## src/rtl/multicycle_control_unit.sv

```systemverilog
// Multicycle MIPS control FSM: sequences fetch/decode/execute/memory/writeback
// over a shared ALU and unified memory, with a mem_ready timeout and trap state.
module multicycle_control_unit #(
    parameter int unsigned MEM_TIMEOUT  = 16,
    parameter int unsigned TO_W         = 5,
    parameter bit          TRAP_ILLEGAL = 1'b1
) (
    input  logic       clk,
    input  logic       rst_n,
    input  logic [5:0] op,
    input  logic       mem_ready,
    output logic       pc_write,
    output logic       pc_write_cond,
    output logic       branch_ne,
    output logic [1:0] pc_src,
    output logic       i_or_d,
    output logic       mem_read,
    output logic       mem_write,
    output logic       ir_write,
    output logic       reg_write,
    output logic       reg_dst,
    output logic       mem_to_reg,
    output logic       link,
    output logic       li,
    output logic       alu_src_a,
    output logic [1:0] alu_src_b,
    output logic [2:0] to_alu,
    output logic [3:0] state,
    output logic       instr_done,
    output logic       trap,
    output logic [1:0] trap_cause
);

    // state  | meaning
    // FETCH  | read instr at PC, PC+4   DECODE | branch target -> ALUOut
    // MEMADR | effective address        MEMRD/MEMWR | data access, MEMWB | load writeback
    // EXEC   | ALU op                   ALUWB | ALU writeback, BRANCH/JUMP/LIWB | finish
    // TRAP   | absorbing fault state, exits only through rst_n
    typedef enum logic [3:0] {
        S_FETCH  = 4'd0,
        S_DECODE = 4'd1,
        S_MEMADR = 4'd2,
        S_MEMRD  = 4'd3,
        S_MEMWB  = 4'd4,
        S_MEMWR  = 4'd5,
        S_EXEC   = 4'd6,
        S_ALUWB  = 4'd7,
        S_BRANCH = 4'd8,
        S_JUMP   = 4'd9,
        S_LIWB   = 4'd10,
        S_TRAP   = 4'd11
    } state_t;

    localparam logic [5:0] OP_RTYPE = 6'b000000;
    localparam logic [5:0] OP_ADDI  = 6'b001000;
    localparam logic [5:0] OP_ANDI  = 6'b001100;
    localparam logic [5:0] OP_ORI   = 6'b001101;
    localparam logic [5:0] OP_SLTI  = 6'b001010;
    localparam logic [5:0] OP_LW    = 6'b100011;
    localparam logic [5:0] OP_SW    = 6'b101011;
    localparam logic [5:0] OP_LI    = 6'b010000;
    localparam logic [5:0] OP_BEQ   = 6'b000100;
    localparam logic [5:0] OP_BNE   = 6'b000101;
    localparam logic [5:0] OP_J     = 6'b000010;
    localparam logic [5:0] OP_JAL   = 6'b000011;

    localparam logic [1:0] CAUSE_ILLEGAL = 2'b01;
    localparam logic [1:0] CAUSE_TIMEOUT = 2'b10;

    localparam logic [TO_W-1:0] WAIT_LAST = TO_W'(MEM_TIMEOUT - 1);

    state_t          state_q, state_d;
    logic [TO_W-1:0] wait_q, wait_d;
    logic [1:0]      cause_q, cause_d;
    logic            armed_q, armed_d;

    logic op_rtype, op_mem, op_alu, op_branch, op_jump, op_li;
    logic mem_state, wait_expired;

    always_comb begin
        op_rtype  = (op == OP_RTYPE);
        op_mem    = (op == OP_LW) || (op == OP_SW);
        op_alu    = op_rtype || (op == OP_ADDI) || (op == OP_ANDI) ||
                    (op == OP_ORI) || (op == OP_SLTI);
        op_branch = (op == OP_BEQ) || (op == OP_BNE);
        op_jump   = (op == OP_J) || (op == OP_JAL);
        op_li     = (op == OP_LI);
        mem_state = (state_q == S_FETCH) || (state_q == S_MEMRD) || (state_q == S_MEMWR);
        wait_expired = (wait_q == WAIT_LAST) && !mem_ready;
    end

    // armed_q is low during reset and the first cycle after it; FETCH holds
    // and suppresses its write/PC strobes until then.
    always_comb begin
        state_d = state_q;
        cause_d = cause_q;
        wait_d  = wait_q;
        armed_d = 1'b1;
        case (state_q)
            S_FETCH: begin
                if (armed_q) begin
                    if (mem_ready) begin
                        state_d = S_DECODE;
                    end else if (wait_expired) begin
                        state_d = S_TRAP;
                        cause_d = CAUSE_TIMEOUT;
                    end
                end
            end
            S_DECODE: begin
                if (op_mem) begin
                    state_d = S_MEMADR;
                end else if (op_alu) begin
                    state_d = S_EXEC;
                end else if (op_branch) begin
                    state_d = S_BRANCH;
                end else if (op_jump) begin
                    state_d = S_JUMP;
                end else if (op_li) begin
                    state_d = S_LIWB;
                end else if (TRAP_ILLEGAL) begin
                    state_d = S_TRAP;
                    cause_d = CAUSE_ILLEGAL;
                end else begin
                    state_d = S_FETCH;
                end
            end
            S_MEMADR: state_d = (op == OP_SW) ? S_MEMWR : S_MEMRD;
            S_MEMRD: begin
                if (mem_ready) begin
                    state_d = S_MEMWB;
                end else if (wait_expired) begin
                    state_d = S_TRAP;
                    cause_d = CAUSE_TIMEOUT;
                end
            end
            S_MEMWR: begin
                if (mem_ready) begin
                    state_d = S_FETCH;
                end else if (wait_expired) begin
                    state_d = S_TRAP;
                    cause_d = CAUSE_TIMEOUT;
                end
            end
            S_MEMWB:  state_d = S_FETCH;
            S_EXEC:   state_d = S_ALUWB;
            S_ALUWB:  state_d = S_FETCH;
            S_BRANCH: state_d = S_FETCH;
            S_JUMP:   state_d = S_FETCH;
            S_LIWB:   state_d = S_FETCH;
            S_TRAP:   state_d = S_TRAP;
            default:  state_d = S_FETCH;
        endcase

        if (state_d != state_q) begin
            wait_d = '0;
        end else if (mem_state && armed_q && !mem_ready) begin
            wait_d = wait_q + 1'b1;
        end
    end

    always_ff @(posedge clk or negedge rst_n) begin
        if (!rst_n) begin
            state_q <= S_FETCH;
            wait_q  <= '0;
            cause_q <= 2'b00;
            armed_q <= 1'b0;
        end else begin
            state_q <= state_d;
            wait_q  <= wait_d;
            cause_q <= cause_d;
            armed_q <= armed_d;
        end
    end

    always_comb begin
        pc_write      = 1'b0;
        pc_write_cond = 1'b0;
        branch_ne     = 1'b0;
        pc_src        = 2'b00;
        i_or_d        = 1'b0;
        mem_read      = 1'b0;
        mem_write     = 1'b0;
        ir_write      = 1'b0;
        reg_write     = 1'b0;
        reg_dst       = 1'b0;
        mem_to_reg    = 1'b0;
        link          = 1'b0;
        li            = 1'b0;
        alu_src_a     = 1'b0;
        alu_src_b     = 2'b00;
        to_alu        = 3'b000;
        instr_done    = 1'b0;
        case (state_q)
            S_FETCH: begin
                mem_read  = 1'b1;
                to_alu    = 3'b010;
                alu_src_b = 2'b01;
                ir_write  = mem_ready && armed_q;
                pc_write  = mem_ready && armed_q;
            end
            S_DECODE: begin
                alu_src_b  = 2'b11;
                to_alu     = 3'b010;
                instr_done = !(op_mem || op_alu || op_branch || op_jump || op_li) && !TRAP_ILLEGAL;
            end
            S_MEMADR: begin
                alu_src_a = 1'b1;
                alu_src_b = 2'b10;
                to_alu    = 3'b010;
            end
            S_MEMRD: begin
                mem_read = 1'b1;
                i_or_d   = 1'b1;
            end
            S_MEMWB: begin
                reg_write  = 1'b1;
                mem_to_reg = 1'b1;
                instr_done = 1'b1;
            end
            S_MEMWR: begin
                mem_write  = 1'b1;
                i_or_d     = 1'b1;
                instr_done = mem_ready;
            end
            S_EXEC: begin
                alu_src_a = 1'b1;
                alu_src_b = op_rtype ? 2'b00 : 2'b10;
                case (op)
                    OP_ADDI: to_alu = 3'b010;
                    OP_ANDI: to_alu = 3'b110;
                    OP_ORI:  to_alu = 3'b001;
                    OP_SLTI: to_alu = 3'b111;
                    default: to_alu = 3'b000;
                endcase
            end
            S_ALUWB: begin
                reg_write  = 1'b1;
                reg_dst    = op_rtype;
                instr_done = 1'b1;
            end
            S_BRANCH: begin
                alu_src_a     = 1'b1;
                to_alu        = 3'b100;
                pc_write_cond = 1'b1;
                pc_src        = 2'b01;
                branch_ne     = (op == OP_BNE);
                instr_done    = 1'b1;
            end
            S_JUMP: begin
                pc_write   = 1'b1;
                pc_src     = 2'b10;
                to_alu     = 3'b101;
                reg_write  = (op == OP_JAL);
                link       = (op == OP_JAL);
                instr_done = 1'b1;
            end
            S_LIWB: begin
                reg_write  = 1'b1;
                li         = 1'b1;
                to_alu     = 3'b010;
                instr_done = 1'b1;
            end
            default: begin
            end
        endcase
    end

    assign state      = state_q;
    assign trap       = (state_q == S_TRAP);
    assign trap_cause = cause_q;

endmodule

```

## config.mk

```make
export PLATFORM = sky130hd
export DESIGN_NAME = multicycle_control_unit
export DESIGN_NICKNAME = d
export VERILOG_FILES = /design/src/rtl/multicycle_control_unit.sv
export SDC_FILE = /design/constraint.sdc
export NUM_CORES = 1
export LEC_CHECK = 0
export CORE_ASPECT_RATIO = 0.6
export CORE_MARGIN = 2
export CORE_UTILIZATION = 30
export CTS_CLUSTER_DIAMETER = 120
export DETAILED_ROUTE_END_ITERATION = 7
export GPL_TIMING_DRIVEN = 1
export SLEW_MARGIN = 20
export SYNTH_ARGS = -nofsm -noshare
export SYNTH_HDL_FRONTEND = slang
export SYNTH_SLANG_ARGS = --single-unit
export TNS_END_PERCENT = 10
```

## constraint.sdc

```tcl
create_clock -name clk -period 2.76 [get_ports clk]
set_clock_uncertainty 0.05 [all_clocks]
set_input_delay 0.414 -clock clk [delete_from_list [all_inputs] [get_ports clk]]
set_output_delay 0.414 -clock clk [all_outputs]
set_load 0.005 [all_outputs]
```

== Yosys cells after proc, flatten, opt, wreduce, memory -nomap -nowiden ==
Index checks and enable logic that the tools add are counted.
Word-level totals
  output and inout port bits: 28
  input bits: 9
  register bits: 12
  logic and storage cells: 102
Operators by class
  muxes and demuxes: 42
  equality and inequality tests: 30
  reduce and logical (&&, ||, !) cells: 25
  $add $sub $neg: 1
Operators with widths (count)
  4-bit 2-to-1 mux: 7
  4-bit case mux with 7 select lines: 1
  6-bit by 4-bit == test with 1-bit output, second input constant: 4
  3-bit case mux with 4 select lines: 2
  2-bit 2-to-1 mux: 11
  4-bit by 3-bit == test with 1-bit output, second input constant: 4
  4-bit == test, second input constant: 4
  6-bit by 2-bit == test with 1-bit output, second input constant: 2
  6-bit by 3-bit == test with 1-bit output, second input constant: 2
  6-bit == test, second input constant: 2
  1-bit 2-to-1 mux: 12
  2-bit inequality test, second input constant: 6
  5-bit 2-to-1 mux: 2
  1-bit logical OR: 9
  4-bit by 2-bit == test with 1-bit output, second input constant: 2
  2-bit case mux with 4 select lines: 1
  7-bit AND reduction: 1
  6-bit by 5-bit == test with 1-bit output, second input constant: 1
  6-bit logical NOT: 1
  1-bit case mux with 2 select lines: 3
  2-bit case mux with 3 select lines: 1
  3-bit OR reduction: 2
  5-bit by 1-bit adder with 5-bit output, second input constant: 1
  5-bit by 4-bit == test with 1-bit output, second input constant: 1
  12 further kinds: 16

== Depth between registers and ports, before layout ==
Gate-level depths: netlist of run 1.
  depth after elaboration: 10
  gate-level depth with buffers: 8
  gate-level depth less buffers: 8

== Least setup slack after synthesis of run 1 ==
Ideal clock, no wire load.
  kind: flip-flop to flip-flop
  from: register wait_q[0]
  to: register wait_q[4]
  library setup time: 87 ps
  stages on the path, launching flop included: 9
  period minus slack after synthesis: 2277 ps
  path slack: 483 ps
  buffers on the path: 0
  arrival time: 2141 ps
  data required time: 2623 ps
  cells stage by stage: dfrtp_1 > ha_1 > and3_1 > ha_1 > or2_1 > o311ai_2 > o41ai_1 > or4_4 > a211oi_2
Between the ends
  longest elaborated chain between the ends: 8
  elaborated cells on any way between the ends: 13
  classes of those cells: 1 x add/sub; 2 x eq/ne; 8 x mux; 2 x reduce/logical
RTL lines
  start, declared: line 73  | logic [TO_W-1:0] wait_q, wait_d;
  start signal, assigned: line 170  | wait_q <= wait_d;
  5-bit by 4-bit == test with 1-bit output: line 89  | wait_expired = (wait_q == WAIT_LAST) && !mem_ready;
  1-bit logical AND: line 89
  4-bit 2-to-1 mux: line 104, 132, 140
  4-bit 2-to-1 mux: line 102  | if (mem_ready) begin
  4-bit 2-to-1 mux: line 101  | if (armed_q) begin
  4-bit case mux with 7 select lines: line 99  | case (state_q)
  4-bit inequality test: line 155  | if (state_d != state_q) begin
  5-bit 2-to-1 mux / 2-bit nonzero test (equally long branches)
Several ways; a longest one is shown, not always the timed one. The select of a mux whose other input is x is not followed.
A chain may end at the register's enable or synchronous reset.

== Worst setup path in the final report of run 1 ==
  from: input op[3]
  to: output link
Between the ends
  longest elaborated chain between the ends: 2
RTL lines
  start, declared: line 10  | input logic [5:0] op,
  6-bit by 2-bit == test with 1-bit output: line 255  | link = (op == OP_JAL);
  1-bit 2-to-1 mux: line 194  | case (state_q)
  end, declared: line 23  | output logic link,
No other way between the ends.

==> out/results.tsv, run 1 <==
stage	metric	value	unit
clock_network	cts_tree	yes	
yosys	synth-xor-area-share	3.55	%
layout	area_growth	45.3	%
detailed_routing	wl_per_cell	14.1	um
clock_network	cts.sinks	12	
placed_design	place_ws	-0.0372	ns
critical_path	reg2reg_to	wait_q[4]$_DFFE_PN0P_	
clock_network	cts-buffers-inserted	3	
clock_network	ctsHoldBuffers	0	
yosys	netlist_top_cells_area	dfrtp_1 24%, nor2_1 7.3%, nand2_1 5.5%	
clock_network	cts-resized-gates	2	
layout	multi_input_area	848	um2
yosys	synth_edf_count	0	
clock_network	cts_setup_buffers	0	
placed_design	hpwl	2950	um
yosys	yosysTopAreaCell	dfrtp_1	
yosys	synthSimpleGateAreaFrac	34.2	%
layout	fin_nets	223	
layout	drive_gt1_share	15.6	%
critical_path	reg2reg_setup_slack	0.28	ns
power_and_ir_drop	p_leak	0.775	nW
clock_network	root_buffer	clkbuf_8	
yosys	yosysSeqAreaShare	24.3	%
yosys	ys_warn_count	0	
detailed_routing	drcViolationCount	0	
detailed_routing	drtIter0Drc	124	
clock_network	cts.path.max_buffers	2	
power_and_ir_drop	total_power	1.55	mW
yosys	netlist_area	0.00123	mm2
yosys	synthTopCellsByCount	24 x nor2_1, 18 x nand2_1, 12 x dfrtp_1, 10 x a21oi_1, 10 x inv_1	
layout	final_core_util	44.5	%
critical_path	worstSetupStartpointType	input port	
critical_path	critPathRequiredTime	2.30	ns
clock_network	worstSkewPairLatency	0.24	ns
timing	setup_viol	0	
critical_path	reg2regPathDepth	8	
timing	rsz0062_at_grt	false	
clock_network	cts.clk_slew.worst_paths	0.05	ns
yosys	ys_seq_elements	12	
floorplan	start_util	30.6	%
global_routing	grt_usage	16.4	%
placed_design	io_buffer_count	36	
yosys	synth_fa_ha_area_share	2.03	%
timing	fin_crit_sh	96.9	%
yosys	async_reset_ff_share	100	%
critical_path	criticalPathCategory	in2out	
power_and_ir_drop	pwr_density_cell	862	mW/mm2
layout	seq_area	300	um2
timing	finalMaxSlewViolations	0	
global_routing	grt_pass1_vias	1238	
layout	n_fill_cell	417	
critical_path	crit_end	link	
yosys	ys_types	56	
critical_path	cp.arrival	2.21	ns
floorplan	core_area	0.00403	mm2
yosys	synth_mux_area_share	4.15	%
timing	period_needed	2.67	ns
placed_design	gp_congestion	0.857	
yosys	syn_nets	179	
yosys	synth_cells	168	
floorplan	dieArea	0.00466	mm2
global_routing	antenna_found_initial	0	
timing	tightest_slew	0.511	ns
detailed_routing	antenna_left	0	
timing	final-hold-violation-count	0	
yosys	synth_most_common_cell	nor2_1	
yosys	synth_compound_area_share	22.9	%
status	status	finished, final reports clean	
critical_path	setup.worst_path.start	op[3]	
clock_network	htree_levels	1	
timing	hold_ws	0.432	ns
floorplan	die_h	53.7	um
detailed_routing	routed_via_density	5.22	
critical_path	critPathCaptureType	primary output	
global_routing	grt_max_degree	17	
timing	fmax	374	MHz
floorplan	ios	37	
timing	final.setup.tns	0	ns
yosys	postSynthAreaPerCell	7.35	um2
yosys	ys.flop_type	dfrtp_1	
detailed_routing	detail_route.first_pass.iterations	4	
worst_hold_path	min-delay-start	trap_cause[1]$_DFFE_PN0P_	
layout	antenna_cells	0	
worst_hold_path	hp-class	reg2reg	
run	drv_cap	0	
critical_path	rr_startpoint	wait_q[0]$_DFFE_PN0P_	
detailed_routing	vias	1362	
yosys	yosys.area.top_type_share	24.3	%
floorplan	die_w	86.8	um
global_routing	grt_first_pass_wirelength	5910	um
power_and_ir_drop	ir_drop	0.279	mV
yosys	synth_top_family_by_area	simple AND/OR/NAND/NOR gates	
timing	relSlewSlack	65.8	%
timing	layout_setup_ws	0.0865	ns
global_routing	grt.overflow.total	0	
critical_path	crit_fanout	2	
detailed_routing	routed_wl	3690	um
floorplan	rows	18	
## critical path, stage by stage
cell and delay (ns):
clkdlybuf4s50_1 0.42, or3_4 0.40, nor3_2 0.16, buf_4 0.14, and3_1 0.16, clkdlybuf4s50_1 0.51
## layout by cell type, fill, tap and decap left out, types with 4 or more instances in the layout
cell / n
a21oi_1: 10
buf_4: 17
clkbuf_8: 4
clkdlybuf4s50_1: 35
dfrtp_1: 12
inv_1: 10
mux2i_1: 4
nand2_1: 18
nor2_1: 23
nor3_1: 8
o21ai_0: 4
xor2_1: 4
## how the worst min path moves through the flow
stage	to	slack, ns	cells past startpoint
after floorplan	armed_q$_DFF_PN0_	0.07	0
after global placement	trap_cause[1]$_DFFE_PN0P_	0.43	1
after detailed placement	trap_cause[1]$_DFFE_PN0P_	0.42	1
after CTS	trap_cause[1]$_DFFE_PN0P_	0.44	1
after global routing	trap_cause[1]$_DFFE_PN0P_	0.47	1
final	trap_cause[1]$_DFFE_PN0P_	0.43	1
## power breakdown
group,leakage (nW),internal [mW],switching [mW],total (mW)
clock network,0.0288,0.126,0.0605,0.186
logic,0.592,0.549,0.520,1.07
registers,0.155,0.213,0.0789,0.292
## logic make-up after synthesis
kind of cell,after synthesis
compound gates,38
other cells,1
mux,5
fa+ha+maj,2
flops,12
xor+xnor,5
buf+inv,24
simple gates,81
## state kept, by name (all words and copies together), names as in the netlist
signal and cells:
wait_q 5, state 4, trap_cause 2, armed_q 1
## per-stage QoR
stage	cell area (um2)	cells
6_report	1790	261
5_1_grt	1790	261
4_1_cts	1780	261
3_5_place_dp	1720	257
3_3_place_gp	1720	257
2_1_floorplan	1230	168
## cell type report
cell class	instances	area share (%)
multi-input cells	132	47.3
repair buffers	53	27.3
flip-flops and latches	12	16.7
well taps	50	3.49
clock buffers	4	3.07
inverters	10	2.09
## layer usage
metal	part of all wire, %	GRT usage [%]	vias up
met3	4.1	2.30	2
li1	-	-	681
met2	39	25.1	37
met1	57	24.8	642
met5	0	0	-
met4	0.33	2.34	0
(Power assumes the default switching activity.)
==> inputs of run 2 (changes only) <==
--- a/config.mk
+++ b/config.mk
@@ -8,6 +8,7 @@
 export CORE_ASPECT_RATIO = 0.6
 export CORE_MARGIN = 2
 export CORE_UTILIZATION = 30
+export CTS_BUF_LIST = sky130_fd_sc_hd__clkbuf_4 sky130_fd_sc_hd__clkbuf_8
 export CTS_CLUSTER_DIAMETER = 120
 export DETAILED_ROUTE_END_ITERATION = 7
 export GPL_TIMING_DRIVEN = 1
==> constraint.sdc (replaced) <==
create_clock -name clk -period 2.3 [get_ports clk]
set_clock_uncertainty 0.05 [all_clocks]
set_input_delay 0.345 -clock clk [delete_from_list [all_inputs] [get_ports clk]]
set_output_delay 0.345 -clock clk [all_outputs]
set_load 0.005 [all_outputs]
==> out/results.tsv, run 2 (synthesized netlist as in run 1, its figures left out) <==
stage	metric	value	unit	change
clock_network	cts_setup_buffers	0		unchanged
power_and_ir_drop	p_int	1.19	mW	was 0.888 mW
status	status	finished with violations		was finished, final reports clean
power_and_ir_drop	clkPwrFrac	11.1	%	was 12.0%
clock_network	cts-buffers-inserted	3		unchanged
floorplan	rows	18		unchanged
layout	fin_nets	240		was 223
clock_network	root_buffer	clkbuf_8		unchanged
layout	area_growth	61.4	%	was 45.3%
power_and_ir_drop	ir_drop	0.347	mV	was 0.279 mV
clock_network	ctsHoldBuffers	0		unchanged
clock_network	cts_tree	yes		unchanged
detailed_routing	wl_per_cell	14.0	um	was 14.1 um
clock_network	cts.clk_slew.worst_paths	0.05	ns	about the same
critical_path	critPathCaptureType	primary output		unchanged
timing	tightest_slew	0.529	ns	was 0.511 ns
critical_path	rr_startpoint	wait_q[0]$_DFFE_PN0P_		unchanged
critical_path	cp.arrival	2.01	ns	was 2.21 ns
critical_path	crit_fanout	8		was 2
status	violations	negative setup slack		
global_routing	antenna_found_initial	0		unchanged
layout	largest-register	wait_q		unchanged
floorplan	core_area	0.00403	mm2	unchanged
timing	fmax	416	MHz	
detailed_routing	drcViolationCount	0		unchanged
detailed_routing	antenna_left	0		unchanged
critical_path	reg2reg_to	wait_q[4]$_DFFE_PN0P_		unchanged
layout	n_fill_cell	387		was 417
detailed_routing	routed_via_density	5.31		was 5.22
layout	final_common_cell	buf_4		was clkdlybuf4s50_1
timing	relSlewSlack	64.6	%	was 65.8%
timing	period_needed	2.40	ns	
layout	layout_common_cells	28 x buf_4, 27 x clkdlybuf4s50_1, 19 x nor2_1		was 35 x clkdlybuf4s50_1, 23 x nor2_1, 18 x nand2_1
detailed_routing	vias	1475		was 1362
power_and_ir_drop	comb_power_share	70.8	%	was 69.1%
critical_path	worstSetupStartpointType	input port		unchanged
layout	drive_gt1_share	26.8	%	was 15.6%
detailed_routing	drtIter0Drc	113		was 124
critical_path	reg2regPathDepth	8		unchanged
power_and_ir_drop	sequentialPowerShare	18.1	%	was 18.9%
critical_path	criticalPathCategory	in2out		unchanged
worst_hold_path	hp-class	in2async		was reg2reg
clock_network	cts.sinks	12		unchanged
timing	layout_setup_ws	-0.105	ns	was 0.0865 ns
critical_path	reg2reg_setup_slack	-0.08	ns	was 0.28 ns
timing	finalMaxSlewViolations	0		unchanged
clock_network	htree_levels	1		unchanged
floorplan	dieArea	0.00466	mm2	unchanged
run	drv_cap	0		unchanged
placed_design	hpwl	3010	um	was 2950 um
detailed_routing	routed_wl	3880	um	was 3690 um
timing	setup_viol	7		was 0
clock_network	cts.path.max_buffers	2		unchanged
placed_design	gp_congestion	0.862		was 0.857
timing	fin_crit_sh	105	%	
floorplan	start_util	30.6	%	unchanged
layout	antenna_cells	0		unchanged
power_and_ir_drop	pwr_density_cell	1020	mW/mm2	was 862 mW/mm2
global_routing	grt_usage	17.5	%	was 16.4%
global_routing	grt.overflow.total	0		unchanged
global_routing	grt_first_pass_wirelength	6200	um	was 5910 um
critical_path	critPathRequiredTime	1.90	ns	was 2.30 ns
global_routing	grt_max_degree	14		was 17
floorplan	die_h	53.7	um	unchanged
clock_network	worstSkewPairLatency	0.24	ns	about the same
detailed_routing	detail_route.first_pass.iterations	4		unchanged
power_and_ir_drop	swShare	41.9	%	was 42.6%
timing	final-hold-violation-count	0		unchanged
floorplan	die_w	86.8	um	unchanged
timing	rsz0062_at_grt	true		was false
global_routing	grt_pass1_vias	1275		was 1238
power_and_ir_drop	netSwitchingPower	0.856	mW	was 0.659 mW
layout	largest_reg_flops	5		unchanged
power_and_ir_drop	p_leak	0.913	nW	was 0.775 nW
layout	final_core_util	49.4	%	was 44.5%
floorplan	ios	37		unchanged
placed_design	io_buffer_count	36		unchanged
power_and_ir_drop	total_power	2.04	mW	was 1.55 mW
[run 2: cell count changes in the layout (fill, tap and decap cells not counted), moves of 4 or more]
cell / previous run / this run
buf_4: 17 / 28
clkdlybuf4s50_1: 35 / 27
nor2_2: 1 / 5
nor2_1: 23 / 19
dfrtp_1: 12 / 8
dfrtp_2: 0 / 4
buf_6: 0 / 5
[run 2: worst max-delay path by stage]
stage | start | endpoint | slack [ns] | depth (start not counted)
finish | op[4] | to_alu[0] | -0.10 | 6
CTS | op[5] | to_alu[2] | -0.22 | 7
detailed placement | op[3] | reg_write | -0.33 | 7
global placement | op[3] | reg_write | -0.33 | 7
global route | op[4] | to_alu[0] | -0.24 | 6
floorplan | wait_q[0]$_DFFE_PN0P_ | wait_q[4]$_DFFE_PN0P_ | 0.02 | 8
[run 2: power groups by stage]
stage / registers, mW / clock network, mW / logic [mW]
after floorplan: 0.293 / 0 / 0.783
after global placement: 0.353 / 0 / 1.39
after detailed placement: 0.349 / 0 / 1.40
after CTS: 0.356 / 0.235 / 1.41
after global routing: 0.376 / 0.247 / 1.58
final: 0.370 / 0.227 / 1.45
[run 2: area by class of cell]
class	instances	area (um2)	area share, %
repair buffers	70	652	32.7
multi-input cells	132	881	44.2
clock buffers	4	55.1	2.76
inverters	10	37.5	1.88
well taps	50	62.6	3.14
flip-flops and latches	12	305	15.3
[run 2: timing repair]
item                                    4_1_cts  5_1_grt
pin swaps                                     2        3
gates resized for setup                      19       16
endpoints found under the setup margin       20       22
cloned                                        0        0
hold endpoints to repair                      0        0
[run 2: stage by stage]
| stage | hold WS (ns) | setup WS, ns | instances | TNS, ns | area (um2) |
|---|---|---|---|---|---|
| floorplan | -0.000591 | 0.0226 | 168 | 0 | 1230 |
| global placement | 0.423 | -0.334 | 274 | -1.79 | 1860 |
| detailed placement | 0.418 | -0.335 | 274 | -2.09 | 1860 |
| CTS | 0.414 | -0.220 | 278 | -0.995 | 1940 |
| global route | 0.450 | -0.236 | 278 | -1.28 | 1990 |
| finish | 0.403 | -0.105 | 278 | -0.331 | 1990 |
[run 2: critical path, cell delays in order]
cell and delay (ns):
clkdlybuf4s50_1 0.43, buf_6 0.16, nor4b_4 0.28, nand3_2 0.11, o21ai_1 0.17, clkdlybuf4s50_1 0.52
[run 2: metal layers]
metal	vias up	global-route usage [%]	share of wire, %
met1	696	26.3	52
met4	0	5.73	0.90
met2	54	24.8	39
met5	-	0	0
li1	721	-	-
met3	4	3.53	8.3
